--- src/rtl/ir_encoder.sv ---
// Pulse-distance IR frame generator: sync burst/silence, one burst+silence per bit
// (MSB first), a final dip, then an idle gap before the block accepts a new trigger.
module ir_encoder #(
   parameter int SBD      = 900,
   parameter int SSD      = 450,
   parameter int BBD      = 60,
   parameter int BSD0     = 60,
   parameter int BSD1     = 160,
   parameter int NUM_BITS = 32,
   parameter int GAP      = 50
) (
   input  logic                clk_in,
   input  logic                rst_in,
   input  logic [NUM_BITS-1:0] code_in,
   input  logic                trigger_in,
   output logic                signal_out,
   output logic                busy_out,
   output logic                done_out,
   output logic [2:0]          state_out
);

   localparam int MAX_A   = (SBD > SSD) ? SBD : SSD;
   localparam int MAX_B   = (BBD > BSD0) ? BBD : BSD0;
   localparam int MAX_C   = (BSD1 > GAP) ? BSD1 : GAP;
   localparam int MAX_AB  = (MAX_A > MAX_B) ? MAX_A : MAX_B;
   localparam int MAX_DUR = (MAX_AB > MAX_C) ? MAX_AB : MAX_C;
   localparam int CW      = $clog2(MAX_DUR) + 1;
   localparam int BW      = $clog2(NUM_BITS + 1);

   localparam logic [2:0] S_IDLE         = 3'd0;
   localparam logic [2:0] S_SYNC_BURST   = 3'd1;
   localparam logic [2:0] S_SYNC_SILENCE = 3'd2;
   localparam logic [2:0] S_BIT_BURST    = 3'd3;
   localparam logic [2:0] S_BIT_SILENCE  = 3'd4;
   localparam logic [2:0] S_STOP_BURST   = 3'd5;
   localparam logic [2:0] S_GAP          = 3'd6;

   // Counters hold (duration - 1) on entry; a state ends when its counter reads zero.
   localparam logic [CW-1:0] SBD_L   = CW'(SBD - 1);
   localparam logic [CW-1:0] SSD_L   = CW'(SSD - 1);
   localparam logic [CW-1:0] BBD_L   = CW'(BBD - 1);
   localparam logic [CW-1:0] BSD0_L  = CW'(BSD0 - 1);
   localparam logic [CW-1:0] BSD1_L  = CW'(BSD1 - 1);
   localparam logic [CW-1:0] GAP_L   = CW'(GAP - 1);
   localparam logic [CW-1:0] CNT_ONE = CW'(1);
   localparam logic [CW-1:0] CNT_ZERO = CW'(0);
   localparam logic [BW-1:0] BIT_ONE = BW'(1);
   localparam logic [BW-1:0] BIT_ZERO = BW'(0);
   localparam logic [BW-1:0] NB_LAST = BW'(NUM_BITS - 1);

   logic [2:0]          state_q, state_d;
   logic [CW-1:0]       cnt_q, cnt_d;
   logic [NUM_BITS-1:0] shift_q, shift_d;
   logic [BW-1:0]       bits_q, bits_d;
   logic                signal_q, signal_d;
   logic                busy_q, busy_d;
   logic                done_q, done_d;
   logic                last_s;

   assign last_s = (cnt_q == CNT_ZERO);

   // Next-state, counter and shift-register logic
   always_comb begin
      state_d = state_q;
      cnt_d   = cnt_q - CNT_ONE;
      shift_d = shift_q;
      bits_d  = bits_q;
      done_d  = 1'b0;
      case (state_q)
         S_IDLE: begin
            cnt_d = CNT_ZERO;
            if (trigger_in) begin
               shift_d = code_in;
               bits_d  = BIT_ZERO;
               cnt_d   = SBD_L;
               state_d = S_SYNC_BURST;
            end else begin
               state_d = S_IDLE;
            end
         end
         S_SYNC_BURST: begin
            if (last_s) begin
               state_d = S_SYNC_SILENCE;
               cnt_d   = SSD_L;
            end else begin
               state_d = S_SYNC_BURST;
            end
         end
         S_SYNC_SILENCE: begin
            if (last_s) begin
               state_d = S_BIT_BURST;
               cnt_d   = BBD_L;
            end else begin
               state_d = S_SYNC_SILENCE;
            end
         end
         S_BIT_BURST: begin
            if (last_s) begin
               state_d = S_BIT_SILENCE;
               cnt_d   = shift_q[NUM_BITS-1] ? BSD1_L : BSD0_L;
            end else begin
               state_d = S_BIT_BURST;
            end
         end
         S_BIT_SILENCE: begin
            if (last_s) begin
               shift_d = shift_q << 1'b1;
               bits_d  = bits_q + BIT_ONE;
               cnt_d   = BBD_L;
               if (bits_q == NB_LAST) begin
                  state_d = S_STOP_BURST;
               end else begin
                  state_d = S_BIT_BURST;
               end
            end else begin
               state_d = S_BIT_SILENCE;
            end
         end
         S_STOP_BURST: begin
            if (last_s) begin
               state_d = S_GAP;
               cnt_d   = GAP_L;
               done_d  = 1'b1;
            end else begin
               state_d = S_STOP_BURST;
            end
         end
         S_GAP: begin
            if (last_s) begin
               state_d = S_IDLE;
               cnt_d   = CNT_ZERO;
            end else begin
               state_d = S_GAP;
            end
         end
         default: begin
            state_d = S_IDLE;
            cnt_d   = CNT_ZERO;
            shift_d = {NUM_BITS{1'b0}};
            bits_d  = BIT_ZERO;
         end
      endcase
   end

   // Output levels follow the state being entered so the registered pins line up with it
   always_comb begin
      case (state_d)
         S_SYNC_BURST, S_BIT_BURST, S_STOP_BURST: signal_d = 1'b0;
         default:                                 signal_d = 1'b1;
      endcase
      busy_d = (state_d != S_IDLE);
   end

   // State and output registers with synchronous reset
   always_ff @(posedge clk_in) begin
      if (rst_in) begin
         state_q  <= S_IDLE;
         cnt_q    <= CNT_ZERO;
         shift_q  <= {NUM_BITS{1'b0}};
         bits_q   <= BIT_ZERO;
         signal_q <= 1'b1;
         busy_q   <= 1'b0;
         done_q   <= 1'b0;
      end else begin
         state_q  <= state_d;
         cnt_q    <= cnt_d;
         shift_q  <= shift_d;
         bits_q   <= bits_d;
         signal_q <= signal_d;
         busy_q   <= busy_d;
         done_q   <= done_d;
      end
   end

   assign signal_out = signal_q;
   assign busy_out   = busy_q;
   assign done_out   = done_q;
   assign state_out  = state_q;

endmodule

--- config.mk ---
export PLATFORM = sky130hd
export DESIGN_NAME = ir_encoder
export DESIGN_NICKNAME = d
export VERILOG_FILES = /design/src/rtl/ir_encoder.sv
export SDC_FILE = /design/constraint.sdc
export NUM_CORES = 1
export LEC_CHECK = 0
export BUFFER_PORTS_ARGS = -buffer_cell sky130_fd_sc_hd__buf_2
export CORE_ASPECT_RATIO = 2
export CORE_MARGIN = 4
export CORE_UTILIZATION = 57
export DETAILED_ROUTE_END_ITERATION = 8
export GPL_TIMING_DRIVEN = 0
export PLACE_DENSITY = 0.9
export REMOVE_ABC_BUFFERS = 1
export SYNTH_ARGS = -nofsm -noshare
export SYNTH_HDL_FRONTEND = slang
export SYNTH_SLANG_ARGS = --single-unit
export TNS_END_PERCENT = 30
--- constraint.sdc ---
create_clock -name clk_in -period 2.8 [get_ports clk_in]
set_clock_uncertainty 0.1 [all_clocks]
set_input_delay 0 -clock clk_in [delete_from_list [all_inputs] [get_ports clk_in]]
set_output_delay 0 -clock clk_in [all_outputs]
set_load 0.01 [all_outputs]
==> out/metrics.yaml, run 1 <==
die_h_um: 107
routedWlPerCell_um: 17.8
slew_headroom_pct: 39.3
syn2layout_area_growth_pct: 20.7
synth_area_leaders: "dfxtp_1 39%, a22oi_1 8.3%, a211oi_1 7.5%"
cts_root_buffer: "clkbuf_8"
r2r_slack_ns: 0.17
synth.avg_cell_area_um2: 8.87
grt_setup_unrepaired: "no"
hp-class: "in2reg"
status: "finished, final reports clean"
tightest_slew_ns: 0.904
cpLargestDelayFamily: "simple AND/OR/NAND/NOR gates"
grt_pass1_vias: 2675
power_leakage_nw: 1.26
finalHoldViolCount: 0
max_freq_ghz: 0.380
cts_tree: "built"
clk_path_buf_depth: 2
clock_power_share_pct: 15.2
ios: 41
max_stage_delay_ns: 0.82
grtUsageTotal_pct: 25.2
p_per_area_nw_per_um2: 1080
ff2ff_path_depth: 4
path_buf_inv: 0
clock_sinks: 55
via_count: 2766
fp.dieW_um: 57.6
combPwrFrac_pct: 49.8
final_area_um2: 3380
worst_slack_ns: 0.166
initial_core_util_pct: 59.8
pre_cts_ws_ns: -0.534
path_max_fanout: 18
place_area_um2: 2940
htreeDepth: 2
required_ns: 2.93
irDropWorstVdd_uv: 863
cp_slowest_cell: "nor4_4"
place_congestion: 0.868
arrival_ns: 2.76
ys_seq_elements: 55
start_kind: "flip-flop"
critical_path.cell_chain: "nor4_4 -> nand3_1 -> or4_1 -> a31oi_1"
ys.warnings.count: 0
ant_nets: 0
ys_types: 53
cts_made_buffers: 5
nets: 401
viasPerCell: 6.59
yosys.area.top_type_share_pct: 39.3
internal_power_w: 0.00205
core_area_um2: 4690
crit_cells: 4
first_iter_violations: 198
first_pass_iters: 5
post-route-min-period_ns: 2.63
antenna_found_initial: 0
synth-edff-count: 0
whs_path_depth: 3
drv_cap: 0
fillers: 338
fin_tns_setup_ns: 0
yosysTopAreaCell: "dfxtp_1"
period_share_pct: 94.1
drcViolationCount: 0
clkTransAtPathRegs_ns: 0.10
postSynth.asyncResetShare_pct: 0
synth_ff_type: "dfxtp_1"
routed_wl_mm: 7.48
grt_max_degree: 47
endpoint_kind: "flip-flop"
setup_viol: 0
clock_latency_ns: 0.31
dp_hpwl_mm: 4.25
synth_area_um2: 2800
seq_area_frac_synth_pct: 39.3
worst-setup-path-type: "reg2reg"
finalMaxSlewViolations: 0
synthCells: 316
pwr-share-seq_pct: 35.0
switchingPower_w: 0.00160
numPortBuffers: 40
drive_gt1_share_pct: 18.7
grt_overflow_total: 0
dieArea_um2: 6170
grt_pass1_wl_mm: 12.5
sw_frac_of_total_pct: 43.8
rows: 35
[sequential cells by signal, indices dropped and copies added (netlist names)]
| name | flops |
|---|---|
| cnt_q | 11 |
| done_out | 1 |
| bits_q | 6 |
| busy_out | 1 |
| shift_q | 32 |
| state_out | 3 |
| signal_out | 1 |
[worst register-to-register path, cell delays in order (launching register included)]
cell     delay, ns
dfxtp_1       0.36
nor4_4        0.83
nand3_1       0.50
or4_1         0.61
a31oi_1       0.16
[cell type report]
type / count / area (µm²) / area share (%)
flip-flops and latches: 55 / 1100 / 32.6
multi-input cells: 225 / 1540 / 45.4
clock inverters: 2 / 35.0 / 1.04
diodes: 1 / 2.50 / 0.0740
clock buffers: 6 / 82.6 / 2.44
inverters: 4 / 15.0 / 0.444
well taps: 55 / 68.8 / 2.04
repair buffers: 72 / 541 / 16.0
[final timing paths]
| kind | from | endpoint |
|---|---|---|
| max | cnt_q[4]$_SDFF_PP0_ | state_out[1]$_SDFF_PP0_ |
| min | code_in[19] | shift_q[19]$_SDFFE_PP0P_ |
| max reg2reg | cnt_q[4]$_SDFF_PP0_ | state_out[1]$_SDFF_PP0_ |
| min reg2reg | bits_q[4]$_SDFFE_PP0P_ | bits_q[4]$_SDFFE_PP0P_ |
[cells in the mapped netlist, types with 2 or more instances]
master / number
clkbuf_1: 17
a211oi_2: 4
and3_1: 2
a21oi_1: 12
o211ai_1: 3
xor2_1: 6
inv_1: 4
nand4b_1: 2
or3_1: 2
nor3_1: 36
a211oi_1: 28
a22oi_1: 31
o21ai_0: 9
ha_1: 3
nand4_1: 3
nor2_1: 8
nand3_1: 9
nand2_1: 17
dfxtp_1: 55
nand2b_1: 4
mux2i_1: 5
buf_6: 4
nor4b_1: 2
o2111ai_1: 2
buf_4: 7
a31oi_1: 6
nor2b_1: 3
a31o_2: 2
or2_2: 3
buf_2: 3
nor3b_1: 2
[through the flow]
step / hold WS [ns] / utilization, % / power [W] / instances
floorplan: -0.0354 / - / 0.00251 / 284
global placement: 0.202 / 61.6 / 0.00288 / 379
detailed placement: 0.205 / 62.8 / 0.00298 / 381
CTS: 0.00341 / 71.9 / 0.00360 / 419
global route: 0.0162 / 72.1 / 0.00391 / 419
finish: 0.00707 / 72.1 / 0.00365 / 420
[cells by family after synthesis]
group	synth area share, %
AND/OR/NAND/NOR	21.5
multiplexers	1.79
XOR/XNOR	1.88
flip-flops	39.3
buffers and inverters	7.10
AO/OA/AOI/OAI	27.1
adder cells (fa/ha/maj)	1.34
[power groups by stage]
stage | registers, W | logic [W] | clock network [W]
detailed placement | 0.00127 | 0.00171 | 0
CTS | 0.00126 | 0.00178 | 0.000557
floorplan | 0.00122 | 0.00129 | 0
global placement | 0.00125 | 0.00162 | 0
global route | 0.00130 | 0.00202 | 0.000586
finish | 0.00128 | 0.00182 | 0.000554
[repair_timing]
action,in CTS,in global routing
endpoints found under the setup margin,38,38
hold buffers,29,0
gates resized for setup,3,3
endpoints found under the hold margin,29,0
gates cloned,0,0
setup buffers,1,0
[per-layer routing]
| layer | wire (µm) | vias up | share of wire (%) | global-route usage [%] |
|---|---|---|---|---|
| met5 | 0 | - | 0 | 0 |
| met1 | 2800 | 1299 | 37 | 29.2 |
| met3 | 375 | 33 | 5.0 | 3.98 |
| li1 | - | 1306 | - | - |
| met4 | 307 | 0 | 4.1 | 14.4 |
| met2 | 3990 | 128 | 53 | 42.6 |
[cell usage in the layout, fill, tap and decap left out, types with 2 or more instances in the layout]
master and n:
a211oi_1 28, a211oi_2 4, a21oi_1 12, a22oi_1 31
a31o_2 2, a31oi_1 6, and3_1 2, buf_2 40
clkbuf_8 6, dfxtp_1 55, dlygate4sd3_1 29, ha_1 3
inv_1 4, mux2i_1 5, nand2_1 16, nand2b_1 4
nand3_1 9, nand4_1 3, nand4b_1 2, nor2_1 8
nor2b_1 2, nor3_1 36, nor3b_1 2, nor4_4 2
nor4b_1 2, o2111ai_1 2, o211ai_1 3, o21ai_0 9
or2_2 3, or3_1 2, xor2_1 6
Note: power is estimated with default switching activity, not from simulation.
==> run 2, diff against run 1 <==
--- a/config.mk
+++ b/config.mk
@@ -5,13 +5,14 @@
 export SDC_FILE = /design/constraint.sdc
 export NUM_CORES = 1
 export LEC_CHECK = 0
-export BUFFER_PORTS_ARGS = -buffer_cell sky130_fd_sc_hd__buf_2
 export CORE_ASPECT_RATIO = 2
 export CORE_MARGIN = 4
-export CORE_UTILIZATION = 57
+export CORE_UTILIZATION = 60
 export DETAILED_ROUTE_END_ITERATION = 8
+export DONT_BUFFER_PORTS = 1
 export GPL_TIMING_DRIVEN = 0
-export PLACE_DENSITY = 0.9
+export PLACE_DENSITY = 0.86
+export RECOVER_POWER = 100
 export REMOVE_ABC_BUFFERS = 1
 export SYNTH_ARGS = -nofsm -noshare
 export SYNTH_HDL_FRONTEND = slang
==> run 2 against run 1 <==
Compared with the run above:
- critical path type unchanged
- maximum frequency rose by 0.26%
- die area is 4.5% lower
- sequential power about the same
==> out/metrics.yaml, run 2 (synthesized netlist as in run 1, its figures left out) <==
place_congestion: 0.879
path_buf_inv: 0
first_iter_violations: 161
period_share_pct: 93.8
status: "finished, final reports clean"
dieArea_um2: 5890
fin_tns_setup_ns: 0
drcViolationCount: 0
ant_nets: 0
hp-start: "trigger_in"
routedWlPerCell_um: 19.8
grtUsageTotal_pct: 26.4
worst-setup-path-type: "reg2reg"
ff2ff_path_depth: 4
antenna_cells: 0
syn2layout_area_growth_pct: 16.7
post-route-min-period_ns: 2.63
grt_setup_unrepaired: "no"
r2r_slack_ns: 0.17
ios: 41
finalMaxSlewViolations: 0
top_register: "shift_q"
max_stage_delay_ns: 0.75
hold_path_end: "state_out[0]$_SDFF_PP0_"
irDropWorstVdd_uv: 1150
start_kind: "flip-flop"
crit_cells: 4
cp_slowest_cell: "nor4_4"
initial_core_util_pct: 63.3
whs_path_depth: 3
largest_reg_flops: 32
grt_overflow_total: 0
place_area_um2: 2750
max_freq_ghz: 0.381
viasPerCell: 6.81
cpLargestDelayFamily: "simple AND/OR/NAND/NOR gates"
clkTransAtPathRegs_ns: 0.09
via_count: 2655
finalHoldViolCount: 0
finalPower_w: 0.00383
rows: 34
dp_hpwl_mm: 4.24
power_leakage_nw: 1.15
antenna_found_initial: 0
routed_wl_mm: 7.73
fillers: 304
final_core_util_pct: 73.9
cts_root_buffer: "clkbuf_8"
arrival_ns: 2.76
hp-class: "in2reg"
die_h_um: 105
critical_path.cell_chain: "nor4_4 -> nand3_1 -> or4_1 -> a31oi_1"
clock_latency_ns: 0.31
path_max_fanout: 13
first_pass_iters: 5
endpoint_kind: "flip-flop"
final_area_um2: 3270
slew_headroom_pct: 35.4
tightest_slew_ns: 0.964
reg_top3: "shift_q x32, cnt_q x11, bits_q x6"
pre_cts_ws_ns: -0.470
cts_made_buffers: 5
core_area_um2: 4420
required_ns: 2.93
drv_cap: 0
nets: 374
grt_max_degree: 47
p_per_area_nw_per_um2: 1170
cts_tree: "built"
layout_common_cells: "55 x dfxtp_1, 36 x nor3_1, 34 x dlygate4sd3_1"
final_common_cell: "dfxtp_1"
reg2reg_to: "state_out[1]$_SDFF_PP0_"
numPortBuffers: 0
drive_gt1_share_pct: 9.23
clk_path_buf_depth: 2
grt_pass1_wl_mm: 12.6
htreeDepth: 2
rr_startpoint: "cnt_q[6]$_SDFF_PP0_"
grt_pass1_vias: 2592
fp.dieW_um: 56.3
worst_slack_ns: 0.172
clock_sinks: 55
setup_viol: 0
run 2: worst max path at each step:
| stage | startpoint | endpoint |
|---|---|---|
| 4_1_cts | cnt_q[4]$_SDFF_PP0_ | state_out[1]$_SDFF_PP0_ |
| 3_5_place_dp | state_out[2]$_SDFF_PP0_ | bits_q[2]$_SDFFE_PP0P_ |
| 5_1_grt | cnt_q[6]$_SDFF_PP0_ | state_out[1]$_SDFF_PP0_ |
| 2_1_floorplan | state_out[2]$_SDFF_PP0_ | bits_q[2]$_SDFFE_PP0P_ |
| 3_3_place_gp | state_out[2]$_SDFF_PP0_ | bits_q[2]$_SDFFE_PP0P_ |
| 6_report | cnt_q[6]$_SDFF_PP0_ | state_out[1]$_SDFF_PP0_ |
run 2: worst reg2reg max path, stage by stage (launching register included):
cell and delay [ns]:
dfxtp_1 0.38, nor4_4 0.75, nand3_1 0.51, or4_1 0.63, a31oi_1 0.19
run 2: per-layer routing:
metal	routed length [µm]	global-route usage (%)	vias to the layer above
met2	4200	47.6	124
met3	462	5.19	22
met5	0	0	-
li1	-	-	1245
met4	251	12.1	0
met1	2810	29.1	1264
run 2: repair_timing:
action	CTS	global route
buffers inserted	2	6
resized for setup	5	0
setup endpoints to repair	38	16
hold buffers	35	0
pin swaps	0	1
hold endpoints to repair	55	0
run 2: area by class of cell:
class	count	area [µm²]	area share, %
Timing Repair Buffer	45	475	14.5
Inverter	4	15.0	0.459
Tap cell	54	67.6	2.07
Clock inverter	1	30.0	0.918
Clock buffer	6	72.6	2.22
Multi-Input combinational cell	225	1510	46.1
Sequential cell	55	1100	33.7
run 2: stage by stage:
stage               cells  hold slack, ns
global route          390          0.0859
global placement      338         -0.0257
detailed placement    340         -0.0223
finish                390          0.0251
CTS                   384          0.0210
floorplan             284         -0.0354
run 2: power by group:
part,switching (W),internal [W]
logic,0.00114,0.000878
clock network,0.000250,0.000263
registers,0.000280,0.00102
total,0.00167,0.00216
==> run 3, diff against run 2 <==
--- a/config.mk
+++ b/config.mk
@@ -11,7 +11,8 @@
 export DETAILED_ROUTE_END_ITERATION = 8
 export DONT_BUFFER_PORTS = 1
 export GPL_TIMING_DRIVEN = 0
-export PLACE_DENSITY = 0.86
+export HOLD_SLACK_MARGIN = 0.15
+export PLACE_DENSITY = 0.76
 export RECOVER_POWER = 100
 export REMOVE_ABC_BUFFERS = 1
 export SYNTH_ARGS = -nofsm -noshare
==> constraint.sdc (replaced) <==
create_clock -name clk_in -period 2.5 [get_ports clk_in]
set_clock_uncertainty 0.1 [all_clocks]
set_input_delay 0 -clock clk_in [delete_from_list [all_inputs] [get_ports clk_in]]
set_output_delay 0 -clock clk_in [all_outputs]
set_load 0.01 [all_outputs]
==> run 3 against run 2 <==
Compared with the run above:
- combinational power grew 6%
- final area rose by 0.19%
- clock power shrank 1%
- worst setup slack improved by 0.053 ns
- total power increased by 6.8%
- global-route usage decreased by 1.9 points
- final cell count unchanged
- sequential share of layout area hardly changed
- utilization rose by 0.14 points
- register-to-register slack better by 0.05 ns
- largest power group unchanged
==> out/metrics.yaml, run 3 (synthesized netlist as in run 1, its figures left out) <==
top_register: "shift_q"
max_freq_ghz: 0.440
sw_frac_of_total_pct: 44.3
worst-setup-path-type: "reg2reg"
post-route-min-period_ns: 2.27
period_share_pct: 91.0
cp_slowest_cell: "or4b_1"
place_inst: 340
required_ns: 2.58
cts_tree: "built"
antenna_found_initial: 0
clock_sinks: 55
path_max_fanout: 31
clkTransAtPathRegs_ns: 0.10
combPwrFrac_pct: 52.3
internal_power_w: 0.00228
hp-class: "in2reg"
viasPerCell: 6.51
arrival_ns: 2.35
ant_nets: 0
layout_common_cells: "54 x dfxtp_1, 36 x nor3_1, 34 x dlygate4sd3_1"
finalMaxSlewViolations: 0
first_pass_iters: 4
slew_headroom_pct: 45.7
final_common_cell: "dfxtp_1"
status: "finished, final reports clean"
pwr-share-seq_pct: 35.3
clock_power_share_pct: 12.4
syn2layout_area_growth_pct: 17.0
fin_cells: 390
irDropWorstVdd_uv: 1120
fillers: 349
power_leakage_nw: 1.15
via_count: 2537
first_iter_violations: 128
antenna_cells: 0
clk_path_buf_depth: 2
initial_core_util_pct: 63.3
grt_max_degree: 47
htreeDepth: 2
routed_wl_mm: 6.84
numPortBuffers: 0
dp_hpwl_mm: 4.25
drcViolationCount: 0
finalHoldViolCount: 0
largest_reg_flops: 32
grt_pass1_wl_mm: 11.9
switchingPower_w: 0.00181
fin_tns_setup_ns: 0
start_kind: "flip-flop"
max_stage_delay_ns: 0.72
ios: 41
routedWlPerCell_um: 17.5
critical_path.cell_chain: "or4b_1 -> and2_1 -> nand2_4 -> a211oi_1"
multi_input_area_um2: 1550
r2r_slack_ns: 0.23
grt_pass1_vias: 2543
final_area_um2: 3280
dieArea_um2: 5890
setup_viol: 0
seq_area_um2: 1100
clock_latency_ns: 0.31
reg_top3: "shift_q x32, cnt_q x11, bits_q x6"
drv_cap: 0
core_area_um2: 4420
tightest_slew_ns: 0.813
p_per_area_nw_per_um2: 1250
grt_setup_unrepaired: "no"
nets: 373
rows: 34
endpoint_kind: "flip-flop"
grtUsageTotal_pct: 24.5
grt_overflow_total: 0
cts_root_buffer: "clkbuf_8"
place_area_um2: 2740
path_buf_inv: 0
cpLargestDelayFamily: "simple AND/OR/NAND/NOR gates"
cts_made_buffers: 5
die_h_um: 105
drive_gt1_share_pct: 10.7
place_congestion: 0.866
fp.dieW_um: 56.3
==> run 3: through the flow <==
| step | setup WS (ns) | hold slack (ns) | total power (W) | utilization [%] |
|---|---|---|---|---|
| after global routing | 0.0372 | 0.368 | 0.00444 | 74.1 |
| after CTS | 0.00464 | 0.313 | 0.00392 | 73.1 |
| final | 0.225 | 0.327 | 0.00409 | 74.1 |
| after global placement | -1.76 | -0.0242 | 0.00321 | 60.7 |
| after detailed placement | -0.752 | -0.0227 | 0.00330 | 61.9 |
| after floorplan | -0.727 | -0.0354 | 0.00281 | - |
==> run 3: worst paths after layout <==
path | startpoint | end | cells after the start
worst min-delay path | code_in[0] | shift_q[0]$_SDFFE_PP0P_ | 3
worst max register to register | state_out[0]$_SDFF_PP0_ | shift_q[17]$_SDFFE_PP0P_ | 4
worst min register to register | shift_q[0]$_SDFFE_PP0P_ | shift_q[0]$_SDFFE_PP0P_ | 2
worst max-delay path | state_out[0]$_SDFF_PP0_ | shift_q[17]$_SDFFE_PP0P_ | 4
==> run 3: layout make-up <==
| class | count | area share, % |
|---|---|---|
| flip-flops and latches | 55 | 33.6 |
| clock buffers | 5 | 2.10 |
| clock inverters | 3 | 0.687 |
| repair buffers | 44 | 13.9 |
| multi-input cells | 225 | 47.2 |
| inverters | 4 | 0.458 |
| well taps | 54 | 2.06 |
==> run 3: layer usage <==
layer	GRT usage (%)	vias up	part of all wire, %
met5	0	-	0
met4	10.5	0	2.8
met3	4.07	17	3.2
met2	42.6	71	54
met1	29.1	1202	40
li1	-	1247	-
==> run 3: worst min-delay path, stage by stage <==
cell	delay (ns)
dlygate4sd3_1	0.54
o211ai_1	0.09
a21oi_1	0.07
==> run 3: timing repair <==
item | CTS | global route
gates resized for setup | 7 | 3
pin swaps | 1 | 2
setup buffers | 2 | 5
hold buffers | 35 | 0
gates cloned | 0 | 0
hold endpoints to repair | 55 | 0
setup endpoints to repair | 44 | 40
==> run 3: power by group through the flow <==
stage	combinational, W	clock, W	sequential, W
after CTS	0.00197	0.000521	0.00143
after global placement	0.00178	0	0.00142
after detailed placement	0.00187	0	0.00144
final	0.00214	0.000508	0.00144
after floorplan	0.00144	0	0.00137
after global routing	0.00241	0.000551	0.00148
